File: src/rtl/bank_timing_array.sv
// rtl/bank_timing_array.sv - per-bank DRAM timing tracker with refresh gating and read/write latency lines
// Judges each incoming command against registered state only; rejected commands leave state untouched.
module bank_timing_array #(
  parameter  int BANKS = 16,
  parameter  int CW    = 8,
  parameter  int T_RCD = 22,
  parameter  int T_RP  = 20,
  parameter  int T_RFC = 243,
  parameter  int T_CL  = 14,
  parameter  int T_CWL = 10,
  localparam int BW    = (BANKS > 1) ? $clog2(BANKS) : 1
) (
  input  logic                 clk,
  input  logic                 rst,
  input  logic                 cmd_valid,
  input  logic [2:0]           cmd,
  input  logic [BW-1:0]        cmd_bank,
  input  logic                 cmd_ap,
  output logic                 cmd_accept,
  output logic                 cmd_error,
  output logic [2*BANKS-1:0]   bank_state,
  output logic                 refreshing,
  output logic                 rd_valid,
  output logic [BW-1:0]        rd_bank,
  output logic                 wr_req,
  output logic [BW-1:0]        wr_bank
);

  typedef enum logic [1:0] {
    S_IDLE        = 2'd0,
    S_ACTIVATING  = 2'd1,
    S_ACTIVE      = 2'd2,
    S_PRECHARGING = 2'd3
  } bank_st_t;

  localparam logic [2:0] C_NOP  = 3'd0;
  localparam logic [2:0] C_ACT  = 3'd1;
  localparam logic [2:0] C_RD   = 3'd2;
  localparam logic [2:0] C_WR   = 3'd3;
  localparam logic [2:0] C_PRE  = 3'd4;
  localparam logic [2:0] C_PREA = 3'd5;
  localparam logic [2:0] C_REF  = 3'd6;

  bank_st_t          st      [BANKS];
  logic [CW-1:0]     cnt     [BANKS];
  logic [CW-1:0]     ref_cnt;

  logic              rd_v    [T_CL];
  logic [BW-1:0]     rd_b    [T_CL];
  logic              wr_v    [T_CWL];
  logic [BW-1:0]     wr_b    [T_CWL];

  logic              bank_ok;
  bank_st_t          cur;
  logic              any_act;
  logic              all_idle;
  logic              legal;
  logic              push_rd;
  logic              push_wr;

  always_comb begin
    any_act    = 1'b0;
    all_idle   = 1'b1;
    bank_state = '0;
    for (int i = 0; i < BANKS; i++) begin
      if (st[i] == S_ACTIVATING) any_act = 1'b1;
      if (st[i] != S_IDLE)       all_idle = 1'b0;
      bank_state[2*i +: 2] = st[i];
    end
  end

  always_comb begin
    bank_ok = (int'(cmd_bank) < BANKS);
    cur     = bank_ok ? st[cmd_bank] : S_IDLE;
    legal   = 1'b0;
    case (cmd)
      C_NOP:       legal = 1'b1;
      C_ACT:       legal = bank_ok && (cur == S_IDLE) && !refreshing;
      C_RD, C_WR:  legal = bank_ok && (cur == S_ACTIVE) && !refreshing;
      C_PRE:       legal = bank_ok && ((cur == S_ACTIVE) || (cur == S_IDLE)) && !refreshing;
      C_PREA:      legal = !any_act && !refreshing;
      C_REF:       legal = all_idle && !refreshing;
      default:     legal = 1'b0;
    endcase
  end

  assign cmd_accept = cmd_valid && legal;
  assign push_rd    = cmd_accept && (cmd == C_RD);
  assign push_wr    = cmd_accept && (cmd == C_WR);

  assign rd_valid = rd_v[T_CL-1];
  assign rd_bank  = rd_b[T_CL-1];
  assign wr_req   = wr_v[T_CWL-1];
  assign wr_bank  = wr_b[T_CWL-1];

  always_ff @(posedge clk) begin
    if (rst) begin
      for (int i = 0; i < BANKS; i++) begin
        st[i]  <= S_IDLE;
        cnt[i] <= '0;
      end
      refreshing <= 1'b0;
      ref_cnt    <= '0;
      cmd_error  <= 1'b0;
      for (int i = 0; i < T_CL; i++) begin
        rd_v[i] <= 1'b0;
        rd_b[i] <= '0;
      end
      for (int i = 0; i < T_CWL; i++) begin
        wr_v[i] <= 1'b0;
        wr_b[i] <= '0;
      end
    end else begin
      cmd_error <= cmd_valid && !legal;

      // Transitional banks count down; a legal command never targets one, so no conflict below.
      for (int i = 0; i < BANKS; i++) begin
        if (st[i] == S_ACTIVATING || st[i] == S_PRECHARGING) begin
          cnt[i] <= cnt[i] - CW'(1);
          if (cnt[i] == CW'(1))
            st[i] <= (st[i] == S_ACTIVATING) ? S_ACTIVE : S_IDLE;
        end
      end

      if (refreshing) begin
        ref_cnt <= ref_cnt - CW'(1);
        if (ref_cnt == CW'(1)) refreshing <= 1'b0;
      end

      if (cmd_accept) begin
        case (cmd)
          C_ACT: begin
            st[cmd_bank]  <= S_ACTIVATING;
            cnt[cmd_bank] <= CW'(T_RCD - 1);
          end
          C_RD, C_WR: begin
            if (cmd_ap) begin
              st[cmd_bank]  <= S_PRECHARGING;
              cnt[cmd_bank] <= CW'(T_RP - 1);
            end
          end
          C_PRE: begin
            if (cur == S_ACTIVE) begin
              st[cmd_bank]  <= S_PRECHARGING;
              cnt[cmd_bank] <= CW'(T_RP - 1);
            end
          end
          C_PREA: begin
            for (int i = 0; i < BANKS; i++) begin
              if (st[i] == S_ACTIVE) begin
                st[i]  <= S_PRECHARGING;
                cnt[i] <= CW'(T_RP - 1);
              end
            end
          end
          C_REF: begin
            refreshing <= 1'b1;
            ref_cnt    <= CW'(T_RFC - 1);
          end
          default: ;
        endcase
      end

      // Data-phase strobes travel independently of later bank state changes.
      for (int i = T_CL - 1; i > 0; i--) begin
        rd_v[i] <= rd_v[i-1];
        rd_b[i] <= rd_b[i-1];
      end
      rd_v[0] <= push_rd;
      rd_b[0] <= push_rd ? cmd_bank : '0;

      for (int i = T_CWL - 1; i > 0; i--) begin
        wr_v[i] <= wr_v[i-1];
        wr_b[i] <= wr_b[i-1];
      end
      wr_v[0] <= push_wr;
      wr_b[0] <= push_wr ? cmd_bank : '0;
    end
  end

endmodule

File: config.mk
export PLATFORM = sky130hd
export DESIGN_NAME = bank_timing_array
export DESIGN_NICKNAME = d
export VERILOG_FILES = /design/src/rtl/bank_timing_array.sv
export SDC_FILE = /design/constraint.sdc
export NUM_CORES = 1
export LEC_CHECK = 0
export ABC_CLOCK_PERIOD_IN_PS = 5550
export BUFFER_PORTS_ARGS = -buffer_cell sky130_fd_sc_hd__buf_4
export CAP_MARGIN = 20
export CELL_PAD_IN_SITES_DETAIL_PLACEMENT = 1
export CELL_PAD_IN_SITES_GLOBAL_PLACEMENT = 2
export CORE_ASPECT_RATIO = 1.5
export CORE_MARGIN = 5
export CORE_UTILIZATION = 43
export DETAILED_ROUTE_END_ITERATION = 10
export HOLD_SLACK_MARGIN = 0.1
export PLACE_DENSITY = 0.85
export SYNTH_ARGS = -nofsm -noshare
export SYNTH_HDL_FRONTEND = slang
export SYNTH_SLANG_ARGS = --single-unit
File: constraint.sdc
create_clock -name clk -period 5.55 [get_ports clk]
set_input_delay 0.2775 -clock clk [delete_from_list [all_inputs] [get_ports clk]]
set_output_delay 0.2775 -clock clk [all_outputs]
set_load 0.01 [all_outputs]
==> results of run 1 <==
## state kept, by name, indices dropped and copies added, names as in the netlist
name	cells
cmd_error	1
rd_b	56
rd_v	14
wr_v	10
st	32
ref_cnt	8
refreshing	1
cnt	128
wr_b	40
## layer usage
| layer | vias to the layer above | GRT usage [%] | share of wire, % |
|---|---|---|---|
| met5 | - | 0 | 0 |
| met4 | 0 | 10.1 | 4.6 |
| met3 | 104 | 2.79 | 4.0 |
| met2 | 237 | 40.3 | 51 |
| met1 | 5350 | 24.7 | 40 |
| li1 | 5104 | - | - |
## area by class of cell
| type | count | area (um2) | area share (%) |
|---|---|---|---|
| multi-input cells | 992 | 6440 | 42.9 |
| flip-flops and latches | 290 | 6290 | 41.9 |
| clock buffers | 39 | 878 | 5.85 |
| repair buffers | 72 | 554 | 3.69 |
| well taps | 405 | 507 | 3.37 |
| inverters | 63 | 236 | 1.57 |
| clock inverters | 14 | 115 | 0.767 |
## critical path: stages (launching register included)
cell and delay, ns:
dfxtp_1 0.80, mux4_2 0.37, mux2i_1 0.07, mux2i_1 0.33
nand3b_1 0.18, and4b_1 0.91, nor3_4 0.26, buf_4 0.27
a211oi_1 0.55, nand2b_1 0.17
## through the flow
stage / std cells / util (%) / hold slack (ns) / total power, mW / cell area, um2
after floorplan: 1417 / - / 0.399 / 2.47 / 13300
after global placement: 1818 / 45.3 / 0.416 / 2.58 / 14000
after detailed placement: 1818 / 45.3 / 0.427 / 2.59 / 14000
after CTS: 1875 / 48.7 / 0.137 / 4.62 / 15000
after global routing: 1875 / 48.7 / 0.183 / 4.73 / 15000
final: 1875 / 48.7 / 0.161 / 4.57 / 15000
## cells in the final DEF, fill, tap and decap left out, types with 10 or more instances in the layout
cell type  count
nor2b_1      127
o31ai_1       18
a21oi_1       41
xnor2_1       39
nand2_1      116
nor4_1        27
edfxtp_1      48
o21ai_0       44
xor2_1        34
ha_1          34
nand4_1       16
nor3_1        74
dfxtp_1      242
clkbuf_16     33
buf_4         67
nand4b_1      10
a31oi_1       24
nand3b_1      15
or3_1         18
nand3_1       46
inv_1         59
nand2b_1      19
nor2_1        96
and2_1        12
## kinds of logic (layout without fill, tap and decap cells)
logic type | after synthesis | after routing | share of synthesized area (%)
compound gates | 241 | 241 | 12.4
mux | 12 | 12 | 1.66
buf+inv | 135 | 188 | 4.33
xor+xnor | 73 | 73 | 4.81
fa+ha+maj | 34 | 34 | 3.20
flops | 290 | 290 | 47.3
simple gates | 632 | 632 | 26.3
## power groups by stage
| stage | clock, mW | combinational (mW) | sequential (mW) |
|---|---|---|---|
| 6_report | 2.02 | 0.325 | 2.22 |
| 5_1_grt | 2.15 | 0.355 | 2.22 |
| 4_1_cts | 2.07 | 0.326 | 2.22 |
| 3_5_place_dp | 0 | 0.321 | 2.27 |
| 3_3_place_gp | 0 | 0.314 | 2.26 |
| 2_1_floorplan | 0 | 0.228 | 2.25 |
## path summary, 6_finish.rpt
kind / endpoint / slack, ns / cells past startpoint
setup reg to reg: cnt[14][2] / 1.34 / 9
setup / recovery: cnt[14][2] / 1.34 / 9
hold / removal: rd_b[0][3] / 0.16 / 3
hold reg to reg: rd_v[2][1] / 0.43 / 1
## what timing repair did
| action | 4_1_cts | 5_1_grt |
|---|---|---|
| hold buffers | 4 | 0 |
| buffers inserted | 0 | 0 |
| endpoints found under the hold margin | 5 | 0 |
==> flow_summary.ini, run 1 <==
[yosys]
synth.distinct_cells = 80
async_flop_share_pct = 0
ys.flop_type = dfxtp_1
yosysTopAreaCell = dfxtp_1
netlist.area_leader.share_pct = 36.4
seq_area_frac_synth_pct = 47.3
syn_inst = 1417
syn_area_um2 = 13300
yosysMostFrequentCell = dfxtp_1
synth_edf_count = 48
synth_common_cells = 242 x dfxtp_1, 127 x nor2b_1, 116 x nand2_1
synth_nets = 1462
synthTopCellsByArea = dfxtp_1 36%, edfxtp_1 11%, nor2b_1 6.0%
yosys_warnings = 0
synth_seq_cells = 290
postSynthAreaPerCell_um2 = 9.39

[cells_and_area]
area_delta_synth_final_pct = 12.9
num_antenna_cells = 0
layout-drive-gt1-share_pct = 10.3
n_fill_cell = 3558
layout.nets = 1493

[route]
post_drt_via_cell_ratio = 5.76
first_pass_iters = 4
vias = 10795
drt.antenna.violating_nets = 0
drt_iter0_markers = 454
totalWireLength_um = 38200
drc = 0
wire_per_inst_um = 20.4

[timing]
tightest_slew_ns = 1.05
fin_crit_sh_pct = 75.9
fmax_mhz = 237
grt_setup_unrepaired = false
final_max_slew_viol_count = 0
layout_min_cycle_time_ns = 4.21
finalSetupViolCount = 0
setup_tns_ns = 0
slew_headroom_pct = 29.8
skew_ns = 0.0236
fin_ws_ns = 1.34
report.final.hold_viol_count = 0

[pwr]
power.switching_mw = 1.12
switching_share_pct = 24.6
p_int_mw = 3.44
clkPwrFrac_pct = 44.3
power.leakage_nw = 5.77
combPwrFrac_pct = 7.1
pwr-share-seq_pct = 48.6
ir_drop_mv = 0.183
power_density_nw_per_um2 = 304

[clock_network]
cts_resized = 0
cts_num_sinks = 290
clockRootBuffer = clkbuf_16
cts_tree = yes
clock_latency_ns = 0.56
h-tree-depth = 1
clkTransAtPathRegs_ns = 0.07
cts_buffers = 29
clock_path_buffers = 3

[global_route]
grt_pass1_vias = 11425
grt_pass1_wl_um = 61600
grt_max_degree = 103
antenna_found_initial = 0
grt_overflow = 0
grt_use_total_pct = 21.8

[floorplanning]
die_w_um = 154
start_util_pct = 43.1
die_h_um = 225
core_area_um2 = 30800
core.rowCount = 79
die-area_um2 = 34600
ios = 56

[setup_path]
worstSetupStartpoint = st[1][0]
cp-start-kind = flop
end_kind = flop
r2r-start = st[1][0]
cp_max_fo = 21
arrival_ns = 4.50
cp.required_ns = 5.83
critPathKind = flop to flop

[status]
status = complete, no violations

[run]
cap_violations = 0

[min_path]
hold_start = cmd[0]
hold_class = input pin to flop

[placed_design]
place_hpwl_um = 27100
port_buffers = 55
dp_slack_ns = 1.43
place.gp.congestion = 0.888
Note: power is estimated with default switching activity, not from simulation.
==> run 2, diff against run 1 <==
- ABC_CLOCK_PERIOD_IN_PS: 5550 -> 3400
- CORE_UTILIZATION: 43 -> 36
- PLACE_DENSITY: 0.85 -> 0.76
- clock period: 5.55 -> 3.4 ns (I/O delays scaled with it)
==> flow_summary.ini, run 2 (same netlist as run 1, synthesis figures left out) <==
[route]
post_drt_via_cell_ratio = 5.41
wire_per_inst_um = 20.2
first_pass_iters = 4
drt.antenna.violating_nets = 0
vias = 11079
drt_iter0_markers = 485
drc = 0
totalWireLength_um = 41400

[run]
cap_violations = 0

[timing]
slew_headroom_pct = 40.0
report.final.hold_viol_count = 0
final_max_slew_viol_count = 0
layout_min_cycle_time_ns = 3.19
fmax_mhz = 313
tightest_slew_ns = 0.894
skew_ns = 0.0160
fin_crit_sh_pct = 93.9
finalSetupViolCount = 0
setup_tns_ns = 0
grt_setup_unrepaired = false

[cells_and_area]
layout.nets = 1587
layout_commonest_cell = dfxtp_1
final_util_pct = 43.4
layout-drive-gt1-share_pct = 15.8
n_fill_cell = 4163
num_antenna_cells = 0
stdcell_count = 2049
largest_register_ffs = 128
area_delta_synth_final_pct = 19.8
top_regs = cnt x128, rd_b x56, wr_b x40
mostFrequentLayoutCells = 242 x dfxtp_1, 153 x buf_4, 127 x nor2b_1
top_register = cnt

[setup_path]
cp_max_fo = 20
critPathKind = flop to flop
path_delay_family = simple AND/OR/NAND/NOR gates
critical_path.cell_chain = mux4_2 -> a22oi_1 -> nand2_1 -> nor2_1 -> o211ai_4 -> or4_1 -> o311ai_1 -> or2_1
cp_slowest_cell = or4_1
cpPeakStageDelay_ns = 0.70
cp-start-kind = flop
end_kind = flop
cp.required_ns = 3.69
arrival_ns = 3.48
r2r_slack_ns = 0.21
crit_buf_inv = 0

[clock_network]
clkTransAtPathRegs_ns = 0.07
cts_tree = yes
cts_buffers = 30
clockRootBuffer = clkbuf_16
clock_latency_ns = 0.58
cts_num_sinks = 290
clock_path_buffers = 3
h-tree-depth = 1

[placed_design]
place_hpwl_um = 30500
dp.cells = 1986
place.gp.congestion = 0.936
port_buffers = 55

[floorplanning]
start_util_pct = 36.3
die_w_um = 167
core_area_um2 = 36700
core.rowCount = 86
ios = 56
die_h_um = 245
die-area_um2 = 41000

[global_route]
grt_pass1_vias = 11834
grt_overflow = 0
grt_use_total_pct = 19.9
grt_max_degree = 85
grt_pass1_wl_um = 65800
antenna_found_initial = 0

[pwr]
p_total_mw = 7.65
power_density_nw_per_um2 = 480
ir_drop_mv = 0.359
power.leakage_nw = 6.29

[status]
status = complete, no violations

[min_path]
hold_class = input pin to flop
-- run 2: changes by cell type in the layout (fill, tap and decap cells not counted), moves of 2 or more --
| cell | before | now |
|---|---|---|
| clkbuf_1 | 3 | 0 |
| clkinvlp_4 | 2 | 0 |
| clkinv_4 | 1 | 5 |
| inv_4 | 1 | 3 |
| clkbuf_16 | 33 | 35 |
| dlygate4sd3_1 | 4 | 6 |
| buf_4 | 67 | 153 |
| o21ai_1 | 3 | 5 |
| buf_12 | 0 | 5 |
| o21ai_0 | 44 | 42 |
-- run 2: worst reg2reg max path, stage by stage (launching register included) --
cell      delay (ns)
edfxtp_1        0.46
mux4_2          0.50
a22oi_1         0.19
nand2_1         0.12
nor2_1          0.25
o211ai_4        0.34
or4_1           0.71
o311ai_1        0.15
or2_1           0.19
-- run 2: final timing paths --
check,end,cells past startpoint,from
setup / recovery,cnt[12][2],8,st[2][1]
hold / removal,cmd_error,4,cmd_valid
setup reg to reg,cnt[12][2],8,st[2][1]
hold reg to reg,rd_v[0][1],1,rd_v[0][0]
-- run 2: through the flow --
| stage | hold WS (ns) | area, um2 | worst slack, ns |
|---|---|---|---|
| floorplan | 0.292 | 13300 | 0.418 |
| global placement | 0.418 | 14800 | 0.115 |
| detailed placement | 0.427 | 14800 | 0.158 |
| CTS | 0.118 | 15900 | 0.144 |
| global route | 0.157 | 15900 | 0.00255 |
| finish | 0.152 | 15900 | 0.207 |
-- run 2: routing by layer --
layer | share of wire [%] | track usage [%] | vias up
met5 | 0 | 0 | -
met4 | 4.7 | 9.34 | 0
met3 | 3.4 | 2.64 | 101
met2 | 51 | 36.3 | 202
met1 | 41 | 22.9 | 5485
li1 | - | - | 5291
-- run 2: final cells by class --
| class | instances | area, um2 | area share, % |
|---|---|---|---|
| flip-flops and latches | 290 | 6290 | 39.5 |
| inverters | 63 | 236 | 1.48 |
| clock buffers | 39 | 931 | 5.84 |
| multi-input cells | 992 | 6440 | 40.4 |
| clock inverters | 16 | 110 | 0.691 |
| well taps | 484 | 606 | 3.80 |
| repair buffers | 165 | 1320 | 8.29 |
-- run 2: repair_timing --
action	in CTS	in global routing
hold endpoints to repair	14	0
resized for setup	0	3
setup buffers	0	2
hold buffers	6	0
endpoints found under the setup margin	0	12
-- run 2: report_power, final --
| part | switching, mW | total, mW | internal, mW |
|---|---|---|---|
| Sequential | 0.0556 | 3.60 | 3.54 |
| Clock | 1.48 | 3.43 | 1.95 |
| Combinational | 0.401 | 0.629 | 0.229 |
| Total | 1.94 | 7.65 | 5.72 |
